===== src/rtl/gpr_wb_pkg.sv =====
// gpr_wb_pkg: shared configuration and types for the GPR writeback arbiter.
//   - default configuration values (units, lanes, warps, registers, lane width)
//   - width derivation helpers for the warp id, register index and pointer
//   - wb_entry_t: one writeback record {wid, tmask, rd, data} at the default
//     configuration, for consumers of the writeback stream
package gpr_wb_pkg;

    localparam int NUM_UNITS_DEF   = 4;
    localparam int NUM_THREADS_DEF = 4;
    localparam int NUM_WARPS_DEF   = 4;
    localparam int NUM_REGS_DEF    = 32;
    localparam int DATAW_DEF       = 32;

    // Warp id width; a single-warp core still carries a 1-bit field.
    function automatic int calc_wid_w(input int num_warps);
        return (num_warps > 1) ? $clog2(num_warps) : 1;
    endfunction

    // Register index width.
    function automatic int calc_rd_w(input int num_regs);
        return (num_regs > 1) ? $clog2(num_regs) : 1;
    endfunction

    // Index width for selecting one of n sources.
    function automatic int calc_idx_w(input int n);
        return (n > 1) ? $clog2(n) : 1;
    endfunction

    localparam int WID_W_DEF = calc_wid_w(NUM_WARPS_DEF);
    localparam int RD_W_DEF  = calc_rd_w(NUM_REGS_DEF);

    typedef struct packed {
        logic [WID_W_DEF-1:0]                 wid;
        logic [NUM_THREADS_DEF-1:0]           tmask;
        logic [RD_W_DEF-1:0]                  rd;
        logic [NUM_THREADS_DEF*DATAW_DEF-1:0] data;
    } wb_entry_t;

endpackage


===== src/rtl/gpr_wb_arbiter_if.sv =====
// gpr_wb_arbiter_if: commit-side and writeback-side bundle of the arbiter.
//   cmt_*  : NUM_UNITS flattened commit streams (valid/ready/wid/tmask/rd/data)
//   wb_*   : single writeback stream towards the GPR file
// Modports:
//   slave  : arbiter view (consumes commits, produces writebacks)
//   master : environment view (produces commits, consumes writebacks)
interface gpr_wb_arbiter_if
    import gpr_wb_pkg::*;
#(
    parameter int NUM_UNITS   = NUM_UNITS_DEF,
    parameter int NUM_THREADS = NUM_THREADS_DEF,
    parameter int NUM_WARPS   = NUM_WARPS_DEF,
    parameter int NUM_REGS    = NUM_REGS_DEF,
    parameter int DATAW       = DATAW_DEF
);
    localparam int WID_W = calc_wid_w(NUM_WARPS);
    localparam int RD_W  = calc_rd_w(NUM_REGS);

    logic [NUM_UNITS-1:0]                   cmt_valid_i;
    logic [NUM_UNITS-1:0]                   cmt_ready_o;
    logic [NUM_UNITS*WID_W-1:0]             cmt_wid_i;
    logic [NUM_UNITS*NUM_THREADS-1:0]       cmt_tmask_i;
    logic [NUM_UNITS*RD_W-1:0]              cmt_rd_i;
    logic [NUM_UNITS*NUM_THREADS*DATAW-1:0] cmt_data_i;

    logic                                   wb_valid_o;
    logic                                   wb_ready_i;
    logic [WID_W-1:0]                       wb_wid_o;
    logic [NUM_THREADS-1:0]                 wb_tmask_o;
    logic [RD_W-1:0]                        wb_rd_o;
    logic [NUM_THREADS*DATAW-1:0]           wb_data_o;

    modport slave (
        input  cmt_valid_i, cmt_wid_i, cmt_tmask_i, cmt_rd_i, cmt_data_i,
        output cmt_ready_o,
        output wb_valid_o, wb_wid_o, wb_tmask_o, wb_rd_o, wb_data_o,
        input  wb_ready_i
    );

    modport master (
        output cmt_valid_i, cmt_wid_i, cmt_tmask_i, cmt_rd_i, cmt_data_i,
        input  cmt_ready_o,
        input  wb_valid_o, wb_wid_o, wb_tmask_o, wb_rd_o, wb_data_o,
        output wb_ready_i
    );

endinterface


===== src/rtl/wb_rr_arbiter.sv =====
// wb_rr_arbiter: round-robin arbiter with a registered priority pointer.
// Ports:
//   clk_i       clock
//   rst_ni      synchronous active-low reset (pointer returns to 0)
//   req_i       N request bits
//   adv_i       a grant was consumed this cycle; pointer moves past the winner
//   grant_o     one-hot grant (combinational, zero when no request)
//   grant_idx_o index of the granted request
module wb_rr_arbiter
    import gpr_wb_pkg::*;
#(
    parameter int N     = 4,
    parameter int IDX_W = calc_idx_w(N)
) (
    input  logic             clk_i,
    input  logic             rst_ni,
    input  logic [N-1:0]     req_i,
    input  logic             adv_i,
    output logic [N-1:0]     grant_o,
    output logic [IDX_W-1:0] grant_idx_o
);

    logic [IDX_W-1:0] ptr_r;
    logic [N-1:0]     grant_s;
    logic [IDX_W-1:0] grant_idx_s;
    logic [IDX_W-1:0] ptr_next_s;

    // Scan requests starting at the pointer, wrapping N-1 -> 0; first hit wins.
    always_comb begin
        logic found;
        grant_s     = '0;
        grant_idx_s = '0;
        found       = 1'b0;
        for (int k = 0; k < N; k++) begin
            int u;
            u = int'(ptr_r) + k;
            if (u >= N) begin
                u = u - N;
            end else begin
                u = u;
            end
            if (!found && req_i[u]) begin
                grant_s[u]  = 1'b1;
                grant_idx_s = u[IDX_W-1:0];
                found       = 1'b1;
            end else begin
                found = found;
            end
        end
    end

    // Next pointer is one past the winner, wrapping; with N=1 it stays 0.
    always_comb begin
        if (grant_idx_s == IDX_W'(N - 1)) begin
            ptr_next_s = '0;
        end else begin
            ptr_next_s = grant_idx_s + IDX_W'(1);
        end
    end

    // Priority pointer register.
    always_ff @(posedge clk_i) begin
        if (!rst_ni) begin
            ptr_r <= '0;
        end else if (adv_i) begin
            ptr_r <= ptr_next_s;
        end else begin
            ptr_r <= ptr_r;
        end
    end

    assign grant_o     = grant_s;
    assign grant_idx_o = grant_idx_s;

endmodule


===== src/rtl/gpr_wb_arbiter.sv =====
// gpr_wb_arbiter: merges NUM_UNITS commit streams into the single GPR
// writeback stream through round-robin arbitration and one output register.
// Ports:
//   clk_i   clock
//   rst_ni  synchronous active-low reset
//   bus     gpr_wb_arbiter_if.slave (cmt_* inputs, cmt_ready_o, wb_* outputs)
// Optional (macro WB_ARB_PERF_EN):
//   perf_wb_count_o        writeback handshakes (wb_valid && wb_ready)
//   perf_conflict_count_o  cycles with more than one commit valid and a free slot
// Commits to register 0 are consumed without producing a writeback pulse.
module gpr_wb_arbiter
    import gpr_wb_pkg::*;
#(
    parameter int NUM_UNITS   = NUM_UNITS_DEF,
    parameter int NUM_THREADS = NUM_THREADS_DEF,
    parameter int NUM_WARPS   = NUM_WARPS_DEF,
    parameter int NUM_REGS    = NUM_REGS_DEF,
    parameter int DATAW       = DATAW_DEF
) (
    input  logic                  clk_i,
    input  logic                  rst_ni,
    gpr_wb_arbiter_if.slave       bus
`ifdef WB_ARB_PERF_EN
    ,
    output logic [31:0]           perf_wb_count_o,
    output logic [31:0]           perf_conflict_count_o
`endif
);

    localparam int WID_W  = calc_wid_w(NUM_WARPS);
    localparam int RD_W   = calc_rd_w(NUM_REGS);
    localparam int IDX_W  = calc_idx_w(NUM_UNITS);
    localparam int LDATAW = NUM_THREADS * DATAW;

    typedef struct packed {
        logic [WID_W-1:0]       wid;
        logic [NUM_THREADS-1:0] tmask;
        logic [RD_W-1:0]        rd;
        logic [LDATAW-1:0]      data;
    } wb_slot_t;

    logic [NUM_UNITS-1:0] grant_s;
    logic [IDX_W-1:0]     grant_idx_s;
    logic                 slot_free_s;
    logic                 ready_en_s;
    logic                 accept_s;
    wb_slot_t             sel_s;
    wb_slot_t             wb_slot_r;
    logic                 wb_valid_r;

    // A new commit may enter when the output register is empty or draining.
    assign slot_free_s      = !wb_valid_r || bus.wb_ready_i;
    assign ready_en_s       = rst_ni && slot_free_s;
    assign bus.cmt_ready_o  = grant_s & {NUM_UNITS{ready_en_s}};
    assign accept_s         = |(bus.cmt_valid_i & bus.cmt_ready_o);

    wb_rr_arbiter #(
        .N     (NUM_UNITS),
        .IDX_W (IDX_W)
    ) u_rr (
        .clk_i       (clk_i),
        .rst_ni      (rst_ni),
        .req_i       (bus.cmt_valid_i),
        .adv_i       (accept_s),
        .grant_o     (grant_s),
        .grant_idx_o (grant_idx_s)
    );

    // Select the granted unit's payload from the flattened commit buses.
    always_comb begin
        sel_s       = '0;
        sel_s.wid   = bus.cmt_wid_i[grant_idx_s*WID_W +: WID_W];
        sel_s.tmask = bus.cmt_tmask_i[grant_idx_s*NUM_THREADS +: NUM_THREADS];
        sel_s.rd    = bus.cmt_rd_i[grant_idx_s*RD_W +: RD_W];
        sel_s.data  = bus.cmt_data_i[grant_idx_s*LDATAW +: LDATAW];
    end

    // Output stage: load on accept, drop valid once drained, hold under stall.
    always_ff @(posedge clk_i) begin
        if (!rst_ni) begin
            wb_valid_r <= 1'b0;
            wb_slot_r  <= '0;
        end else if (accept_s) begin
            wb_valid_r <= (sel_s.rd != '0);
            wb_slot_r  <= sel_s;
        end else if (slot_free_s) begin
            wb_valid_r <= 1'b0;
            wb_slot_r  <= wb_slot_r;
        end else begin
            wb_valid_r <= wb_valid_r;
            wb_slot_r  <= wb_slot_r;
        end
    end

    assign bus.wb_valid_o = wb_valid_r;
    assign bus.wb_wid_o   = wb_slot_r.wid;
    assign bus.wb_tmask_o = wb_slot_r.tmask;
    assign bus.wb_rd_o    = wb_slot_r.rd;
    assign bus.wb_data_o  = wb_slot_r.data;

`ifdef WB_ARB_PERF_EN
    localparam logic [NUM_UNITS-1:0] ONE_U = NUM_UNITS'(1);

    logic [31:0] perf_wb_cnt_r;
    logic [31:0] perf_conf_cnt_r;

    // True when two or more bits of v are set (clearing the lowest leaves some).
    function automatic logic multi_hot(input logic [NUM_UNITS-1:0] v);
        return |(v & (v - ONE_U));
    endfunction

    // Performance counters, free-running and wrapping at 2^32.
    always_ff @(posedge clk_i) begin
        if (!rst_ni) begin
            perf_wb_cnt_r   <= 32'd0;
            perf_conf_cnt_r <= 32'd0;
        end else begin
            if (wb_valid_r && bus.wb_ready_i) begin
                perf_wb_cnt_r <= perf_wb_cnt_r + 32'd1;
            end else begin
                perf_wb_cnt_r <= perf_wb_cnt_r;
            end
            if (multi_hot(bus.cmt_valid_i) && slot_free_s) begin
                perf_conf_cnt_r <= perf_conf_cnt_r + 32'd1;
            end else begin
                perf_conf_cnt_r <= perf_conf_cnt_r;
            end
        end
    end

    assign perf_wb_count_o       = perf_wb_cnt_r;
    assign perf_conflict_count_o = perf_conf_cnt_r;
`endif

endmodule


===== src/flat_wrapper.sv =====
// flat-port wrapper written by rule: the top's interface ports become plain ports
module gpr_wb_arbiter_flat import gpr_wb_pkg::*;
#(
    parameter int NUM_UNITS   = NUM_UNITS_DEF,
    parameter int NUM_THREADS = NUM_THREADS_DEF,
    parameter int NUM_WARPS   = NUM_WARPS_DEF,
    parameter int NUM_REGS    = NUM_REGS_DEF,
    parameter int DATAW       = DATAW_DEF
)
  (clk_i, rst_ni, bus_cmt_valid_i, bus_cmt_wid_i, bus_cmt_tmask_i, bus_cmt_rd_i, bus_cmt_data_i, bus_cmt_ready_o, bus_wb_valid_o, bus_wb_wid_o, bus_wb_tmask_o, bus_wb_rd_o, bus_wb_data_o, bus_wb_ready_i);
  gpr_wb_arbiter_if #(.NUM_UNITS(NUM_UNITS), .NUM_THREADS(NUM_THREADS), .NUM_WARPS(NUM_WARPS), .NUM_REGS(NUM_REGS), .DATAW(DATAW)) bus_i ();
  input  logic clk_i;
  input  logic rst_ni;
  input wire logic [$bits(bus_i.cmt_valid_i)-1:0] bus_cmt_valid_i;
  input wire logic [$bits(bus_i.cmt_wid_i)-1:0] bus_cmt_wid_i;
  input wire logic [$bits(bus_i.cmt_tmask_i)-1:0] bus_cmt_tmask_i;
  input wire logic [$bits(bus_i.cmt_rd_i)-1:0] bus_cmt_rd_i;
  input wire logic [$bits(bus_i.cmt_data_i)-1:0] bus_cmt_data_i;
  output wire logic [$bits(bus_i.cmt_ready_o)-1:0] bus_cmt_ready_o;
  output wire logic [$bits(bus_i.wb_valid_o)-1:0] bus_wb_valid_o;
  output wire logic [$bits(bus_i.wb_wid_o)-1:0] bus_wb_wid_o;
  output wire logic [$bits(bus_i.wb_tmask_o)-1:0] bus_wb_tmask_o;
  output wire logic [$bits(bus_i.wb_rd_o)-1:0] bus_wb_rd_o;
  output wire logic [$bits(bus_i.wb_data_o)-1:0] bus_wb_data_o;
  input wire logic [$bits(bus_i.wb_ready_i)-1:0] bus_wb_ready_i;
  assign bus_i.cmt_valid_i = bus_cmt_valid_i;
  assign bus_i.cmt_wid_i = bus_cmt_wid_i;
  assign bus_i.cmt_tmask_i = bus_cmt_tmask_i;
  assign bus_i.cmt_rd_i = bus_cmt_rd_i;
  assign bus_i.cmt_data_i = bus_cmt_data_i;
  assign bus_cmt_ready_o = bus_i.cmt_ready_o;
  assign bus_wb_valid_o = bus_i.wb_valid_o;
  assign bus_wb_wid_o = bus_i.wb_wid_o;
  assign bus_wb_tmask_o = bus_i.wb_tmask_o;
  assign bus_wb_rd_o = bus_i.wb_rd_o;
  assign bus_wb_data_o = bus_i.wb_data_o;
  assign bus_i.wb_ready_i = bus_wb_ready_i;
  gpr_wb_arbiter #(.NUM_UNITS(NUM_UNITS), .NUM_THREADS(NUM_THREADS), .NUM_WARPS(NUM_WARPS), .NUM_REGS(NUM_REGS), .DATAW(DATAW)) u_core (.clk_i(clk_i), .rst_ni(rst_ni), .bus(bus_i));
endmodule

===== config.mk =====
export PLATFORM = sky130hd
export DESIGN_NAME = gpr_wb_arbiter_flat
export DESIGN_NICKNAME = d
export VERILOG_FILES = /design/src/rtl/gpr_wb_pkg.sv /design/src/rtl/gpr_wb_arbiter_if.sv /design/src/rtl/wb_rr_arbiter.sv /design/src/rtl/gpr_wb_arbiter.sv /design/src/flat_wrapper.sv
export SDC_FILE = /design/constraint.sdc
export NUM_CORES = 1
export LEC_CHECK = 0
export BUFFER_PORTS_ARGS = -buffer_cell sky130_fd_sc_hd__buf_4
export CAP_MARGIN = 20
export CORE_AREA = 5 5 272 274
export CTS_BUF_LIST = sky130_fd_sc_hd__clkbuf_16
export DETAILED_ROUTE_END_ITERATION = 10
export DIE_AREA = 0 0 277 279
export HOLD_SLACK_MARGIN = 0.08
export PLACE_DENSITY = 0.4
export SLEW_MARGIN = 40
export SYNTH_ARGS = -nofsm -noshare
export SYNTH_HDL_FRONTEND = slang
export SYNTH_HIERARCHICAL = 1
export SYNTH_SLANG_ARGS = --single-unit

===== constraint.sdc =====
create_clock -name clk_i -period 3.5 [get_ports clk_i]
set_input_delay 0.175 -clock clk_i [delete_from_list [all_inputs] [get_ports clk_i]]
set_output_delay 0.175 -clock clk_i [all_outputs]
set_load 0.01 [all_outputs]

Word level (Yosys, flattened, before mapping)
Cells that the tools add are included.
- register bits: 142
- input port bits: 563
- output and inout bits: 144
- add/subtract/negate cells: 8
- multipliers: 1
- magnitude comparators: 12
- eq/ne operators: 1
- shift-type cells: 4
- multiplexer cells: 38
- bitwise logic cells: 5
- reductions and logical operators: 16
- operator list (operator ; count):
    $shiftx 512x10->128 ; 1
    $ge 32x1->1 const B ; 4
    $lt 32x4->1 const B ; 4
    $mux 32 ; 4
    $shiftx 20x6->5 ; 1
    $mux 1 ; 17
    $mux 4 ; 4
    $shiftx 16x5->4 ; 1
    $or 4x4->4 ; 3
    $sub 3x3->4 const B ; 3
    $mux 2 ; 5
    $ge 3x3->1 const B ; 3
    $and 4x4->4 ; 2
    $bmux 1 s2 ; 4
    $demux 1 s2 ; 4
    $logic_and 1x1->1 ; 8
    $shiftx 8x4->2 ; 1
    $add 2x2->3 const B ; 2
    $mul 2x3->5 const B ; 1
    $reduce_bool 5->1 ; 1
    $logic_not 1->1 ; 4
    $reduce_or 4->1 ; 1
    $sub 2x3->4 const B ; 1
    $add 2x1->3 const B ; 1
    other kinds (5) ; 5

Logic depth before layout (Yosys ltp)
- depth in word-level cells: 19
- mapped depth: 14
- depth with buffers taken out: 12

By module
The synthesis kept the hierarchy.
- by module, submodules not included (module ; instances ; cells each ; area an instance (sq um) ; sequential area each (sq um)):
    gpr_wb_arbiter ; 1 ; 785 ; 8451.9 ; 2802.7
    wb_rr_arbiter ; 1 ; 66 ; 579.3 ; 40.0

Least setup slack after synthesis
No wires, ideal clock.
- path kind: reg-to-reg
- from: register u_core.u_rr.ptr_r[0]
- to: register u_core.wb_slot_r, in the netlist u_core/bus.wb_data_o[113]
- library setup time: 0.122 ns
- data arrival time: 3.441 ns
- data required time: 3.378 ns
- slack: -0.063 ns
- cell stages (with the launch flop): 13
- path buffers: 4
- period minus slack after synthesis: 3.563 ns
- path through: dfxtp_1 -> buf_6 -> inv_1 -> ha_1 -> mux4_2 -> or3_4 -> a41oi_1 -> buf_2 -> buf_1 -> buf_2 -> mux4_2 -> nand2_1 -> a21boi_0
- elaborated cells between the ends (all ways): 71
- RTL lines (element ; line ; RTL):
    start, declared ; wb_rr_arbiter.sv:23 ; logic [IDX_W-1:0] ptr_r;
    start signal, assigned ; wb_rr_arbiter.sv:66 ; ptr_r <= ptr_next_s;
    start signal, assigned ; wb_rr_arbiter.sv:68 ; ptr_r <= ptr_r;
    branches (longest 14 deep; another with $sub 3x3->4) ; -- ;
    $mux 2 * ; wb_rr_arbiter.sv:42 ; if (!found && req_i[u]) begin
    via u_core.grant_idx_s[1] ; gpr_wb_arbiter.sv:43 ; logic [IDX_W-1:0] grant_idx_s;
    $shiftx 512x10->128 * ; gpr_wb_arbiter.sv:75 ; sel_s.data = bus.cmt_data_i[grant_idx_s*LDATAW +: LDATAW];
    end signal, assigned ; gpr_wb_arbiter.sv:85 ; wb_slot_r <= sel_s;
    end signal, assigned ; gpr_wb_arbiter.sv:88 ; wb_slot_r <= wb_slot_r;
    end signal, assigned ; gpr_wb_arbiter.sv:91 ; wb_slot_r <= wb_slot_r;
    end, declared ; gpr_wb_arbiter.sv:48 ; wb_slot_t wb_slot_r;
Mark *: on every way through the listed nets, which the timed path passes. The select of a mux whose other input is x is not followed.
A chain may end at the register's enable or synchronous reset.

Final worst setup path
- from: register u_core.u_rr.ptr_r[0]
- to: register u_core.wb_valid_r (netlist: u_core/bus.wb_valid_o)
- longest elaborated chain between the ends: 19
- elaborated cells between the ends (all ways): 75
- RTL lines (element ; line ; RTL):
    branches (longest 14 deep; another with $sub 3x3->4) ; -- ;
    $mux 2 * ; wb_rr_arbiter.sv:42 ;
    via u_core.grant_idx_s[1] ; gpr_wb_arbiter.sv:43 ;
    $mul 2x3->5 * ; gpr_wb_arbiter.sv:74 ; sel_s.rd = bus.cmt_rd_i[grant_idx_s*RD_W +: RD_W];
    $shiftx 20x6->5 * ; gpr_wb_arbiter.sv:74 ;
    $reduce_bool 5->1 * ; gpr_wb_arbiter.sv:84 ; wb_valid_r <= (sel_s.rd != '0);
    $mux 1 * ; gpr_wb_arbiter.sv:83 ; end else if (accept_s) begin
    end signal, assigned ; gpr_wb_arbiter.sv:84 ;
    end signal, assigned ; gpr_wb_arbiter.sv:90 ; wb_valid_r <= wb_valid_r;
    end, declared ; gpr_wb_arbiter.sv:49 ; logic wb_valid_r;
Marked as above.

==> flow_metrics.env <==
export IMPL_grt_max_degree=84
export IMPL_arrival_ns=3.70
export IMPL_die_y_um=279
export IMPL_grt_overflow=0
export IMPL_min_period_over_period_pct=95.8
export IMPL_p_leak_nw=6.67
export IMPL_worstSetupPathType="reg -> reg"
export IMPL_dieArea_um2=77300
export IMPL_place_congestion=0.959
export IMPL_setup_viol=0
export IMPL_grt_pass1_vias=10457
export IMPL_setup_tns_ns=0
export IMPL_syn_area_um2=9030
export IMPL_firstDrtPassIters=4
export IMPL_rsz0062_at_grt="false"
export IMPL_drive_gt1_share_pct=59.3
export IMPL_wl_per_cell_um=20.2
export IMPL_avgSynthCellArea_um2=10.6
export IMPL_outcome="completed"
export IMPL_synthCells=851
export IMPL_drt_iter0_markers=433
export IMPL_synth_compound_area_share_pct=13.5
export IMPL_layoutNonFillerInstCount=2483
export IMPL_synth_edf_count=0
export IMPL_cts_resized=0
export IMPL_synthXorXnorAreaFrac_pct=0
export IMPL_synth_cell_type_count=39
export IMPL_synth_seq_cells=142
export IMPL_cp_end_kind="flip-flop"
export IMPL_die_w_um=277
export IMPL_crit_top_cell="mux4_2"
export IMPL_numCtsBuffers=17
export IMPL_critical_path_top_delay_family="simple AND/OR/NAND/NOR gates"
export IMPL_htreeDepth=4
export IMPL_cts_root_buf="clkbuf_16"
export IMPL_cp_data_required_time_ns=3.85
export IMPL_synth_adder_area_share_pct=1.25
export IMPL_tightestPinTransition_ns=0.689
export IMPL_hold_buffers=0
export IMPL_initial_core_util_pct=12.7
export IMPL_cts_buffer_depth=2
export IMPL_core_area_um2=71100
export IMPL_ir_worst_vdd_v=0.000494
export IMPL_synth_nets=1423
export IMPL_start_kind="flip-flop"
export IMPL_cts_clk_slew_worst_paths_ns=0.07
export IMPL_grt_usage_pct=12.4
export IMPL_yosys_area_share_simple_pct=13.3
export IMPL_drv_slew=0
export IMPL_antenna_found_initial=3
export IMPL_port_buffers=706
export IMPL_period_needed_ns=3.35
export IMPL_cpPeakStageDelay_ns=0.52
export IMPL_viasPerCell=3.86
export IMPL_cts_sinks=142
export IMPL_ys_seq_area_share_pct=31.5
export IMPL_hpwlAfterDp_um=41700
export IMPL_synth_area_mux_share_pct=35.9
export IMPL_clkLatencyLatePin_ns=0.45
export IMPL_postCtsSetupBuffers=0
export IMPL_power_density_nw_per_um2=732
export IMPL_ant_nets=0
export IMPL_synthArstFlopShare_pct=0
export IMPL_io_pins=707
export IMPL_synthToLayoutAreaGrowth_pct=78.0
export IMPL_grt_pass1_wl_um=71300
export IMPL_drc=0
export IMPL_critPathMaxFanout=8
export IMPL_dp_cells=2450
export IMPL_path_cells="inv_1, ha_1, mux4_2, or3_4, a41oi_4, mux4_2, or4_1, o311a_1"
export IMPL_synthFlopType="dfxtp_1"
export IMPL_row_count=98
export IMPL_crit_slowest_cell="or4_1"
export IMPL_vias=9596
export IMPL_critPathBufInv=1
export IMPL_hp_class="in -> reg"
export IMPL_fin_nets=2091
export IMPL_relSlewSlack_pct=54.1
export IMPL_hold_violations=0
export IMPL_cap_violations=0
export IMPL_max_freq_mhz=298
export IMPL_clock_skew_ns=0.00958
export IMPL_yosysWarnings=6
export IMPL_routed_wl_um=50200
export IMPL_tritoncts="yes"
export IMPL_synth_top_family_by_area="multiplexers"
## placed cells by master (no fill, tap or decap), types with 3 or more instances in the layout
cell / netlist / final
clkbuf_16: 0 / 17
dfxtp_1: 142 / 142
clkinv_4: 0 / 3
inv_1: 10 / 11
buf_12: 0 / 10
a22oi_1: 4 / 4
mux4_2: 141 / 141
ha_1: 9 / 9
o221ai_1: 4 / 4
a21boi_0: 139 / 139
and3_1: 4 / 4
clkinvlp_4: 0 / 6
nand2_1: 288 / 287
buf_4: 7 / 719
## flip-flops by register name, indices dropped and copies added (netlist names)
signal,cells
u_core/u_rr/ptr_r,2
u_core/bus.wb_wid_o,2
u_core/bus.wb_rd_o,5
u_core/bus.wb_data_o,128
u_core/bus.wb_tmask_o,4
u_core/bus.wb_valid_o,1
## cell type report
type | count | area, um2
Fill cell | 7821 | 55000
Multi-Input combinational cell | 618 | 5810
Timing Repair Buffer | 729 | 5600
Sequential cell | 142 | 2840
Tap cell | 950 | 1190
Clock buffer | 17 | 425
Clock inverter | 15 | 164
Inverter | 11 | 43.8
Antenna cell | 1 | 2.50
## layer usage
layer | up-vias | track usage [%] | routed length, um
met4 | 4 | 3.45 | 918
met5 | - | 0 | 34
li1 | 4454 | - | -
met3 | 43 | 4.86 | 4340
met2 | 402 | 21.8 | 25700
met1 | 4693 | 14.1 | 19200
## cells in the mapped netlist, types with 2 or more instances
cell type	n	area, um2
nand2_1	288	1080
ha_1	9	113
buf_4	7	52.6
buf_1	9	33.8
or4_1	2	15.0
o21ai_0	2	10.0
mux4_1	2	52.6
buf_6	3	33.8
o221ai_1	4	35.0
dfxtp_1	142	2840
a21boi_0	139	1040
a22o_1	2	17.5
a22oi_1	4	30.0
clkbuf_1	43	161
and3_1	4	25.0
mux4_2	141	3180
buf_2	18	90.1
inv_1	10	37.5
nor2b_1	2	12.5
## report_power, final
group / switching, mW / total (mW) / internal [mW]
clock network: 0.815 / 1.87 / 1.06
logic: 3.62 / 7.40 / 3.78
registers: 0.323 / 2.50 / 2.18
total: 4.76 / 11.8 / 7.01
## metrics by stage
| stage | util (%) | total power [mW] | worst slack [ns] | instance area (um2) | hold WS (ns) |
|---|---|---|---|---|---|
| finish | 22.6 | 11.8 | 0.146 | 16100 | 0.214 |
| global route | 22.6 | 12.7 | 0.0169 | 16100 | 0.177 |
| CTS | 22.6 | 12.1 | 0.147 | 16100 | 0.148 |
| detailed placement | 21.8 | 10.1 | 0.163 | 15500 | 0.459 |
| global placement | 21.8 | 10.1 | 0.199 | 15500 | 0.453 |
| floorplan | - | 7.10 | 0.0669 | 9040 | 0.307 |
## cell families (layout without fill, tap and decap cells)
| family | count (synthesis) | after routing |
|---|---|---|
| compound gates | 161 | 161 |
| fa+ha+maj | 9 | 9 |
| buf+inv | 91 | 772 |
| flops | 142 | 142 |
| mux | 144 | 144 |
| other cells | 0 | 1 |
| simple gates | 304 | 304 |
## worst min-delay path: stages
cell	delay (ns)
buf_4	0.07
mux4_2	0.21
nand2_1	0.05
a21boi_0	0.12
## worst paths after layout
| kind | startpoint | endpoint | slack (ns) | cells after the start |
|---|---|---|---|---|
| max | u_core/u_rr/ptr_r[0] | u_core/bus.wb_valid_o | 0.15 | 8 |
| max reg2reg | u_core/u_rr/ptr_r[0] | u_core/bus.wb_valid_o | 0.15 | 8 |
| min | bus_cmt_data_i[125] | u_core/bus.wb_data_o[125] | 0.21 | 4 |
| min reg2reg | u_core/bus.wb_data_o[16] | u_core/bus.wb_data_o[16] | 0.46 | 2 |
No activity file was read; power rests on OpenSTA's default activity.
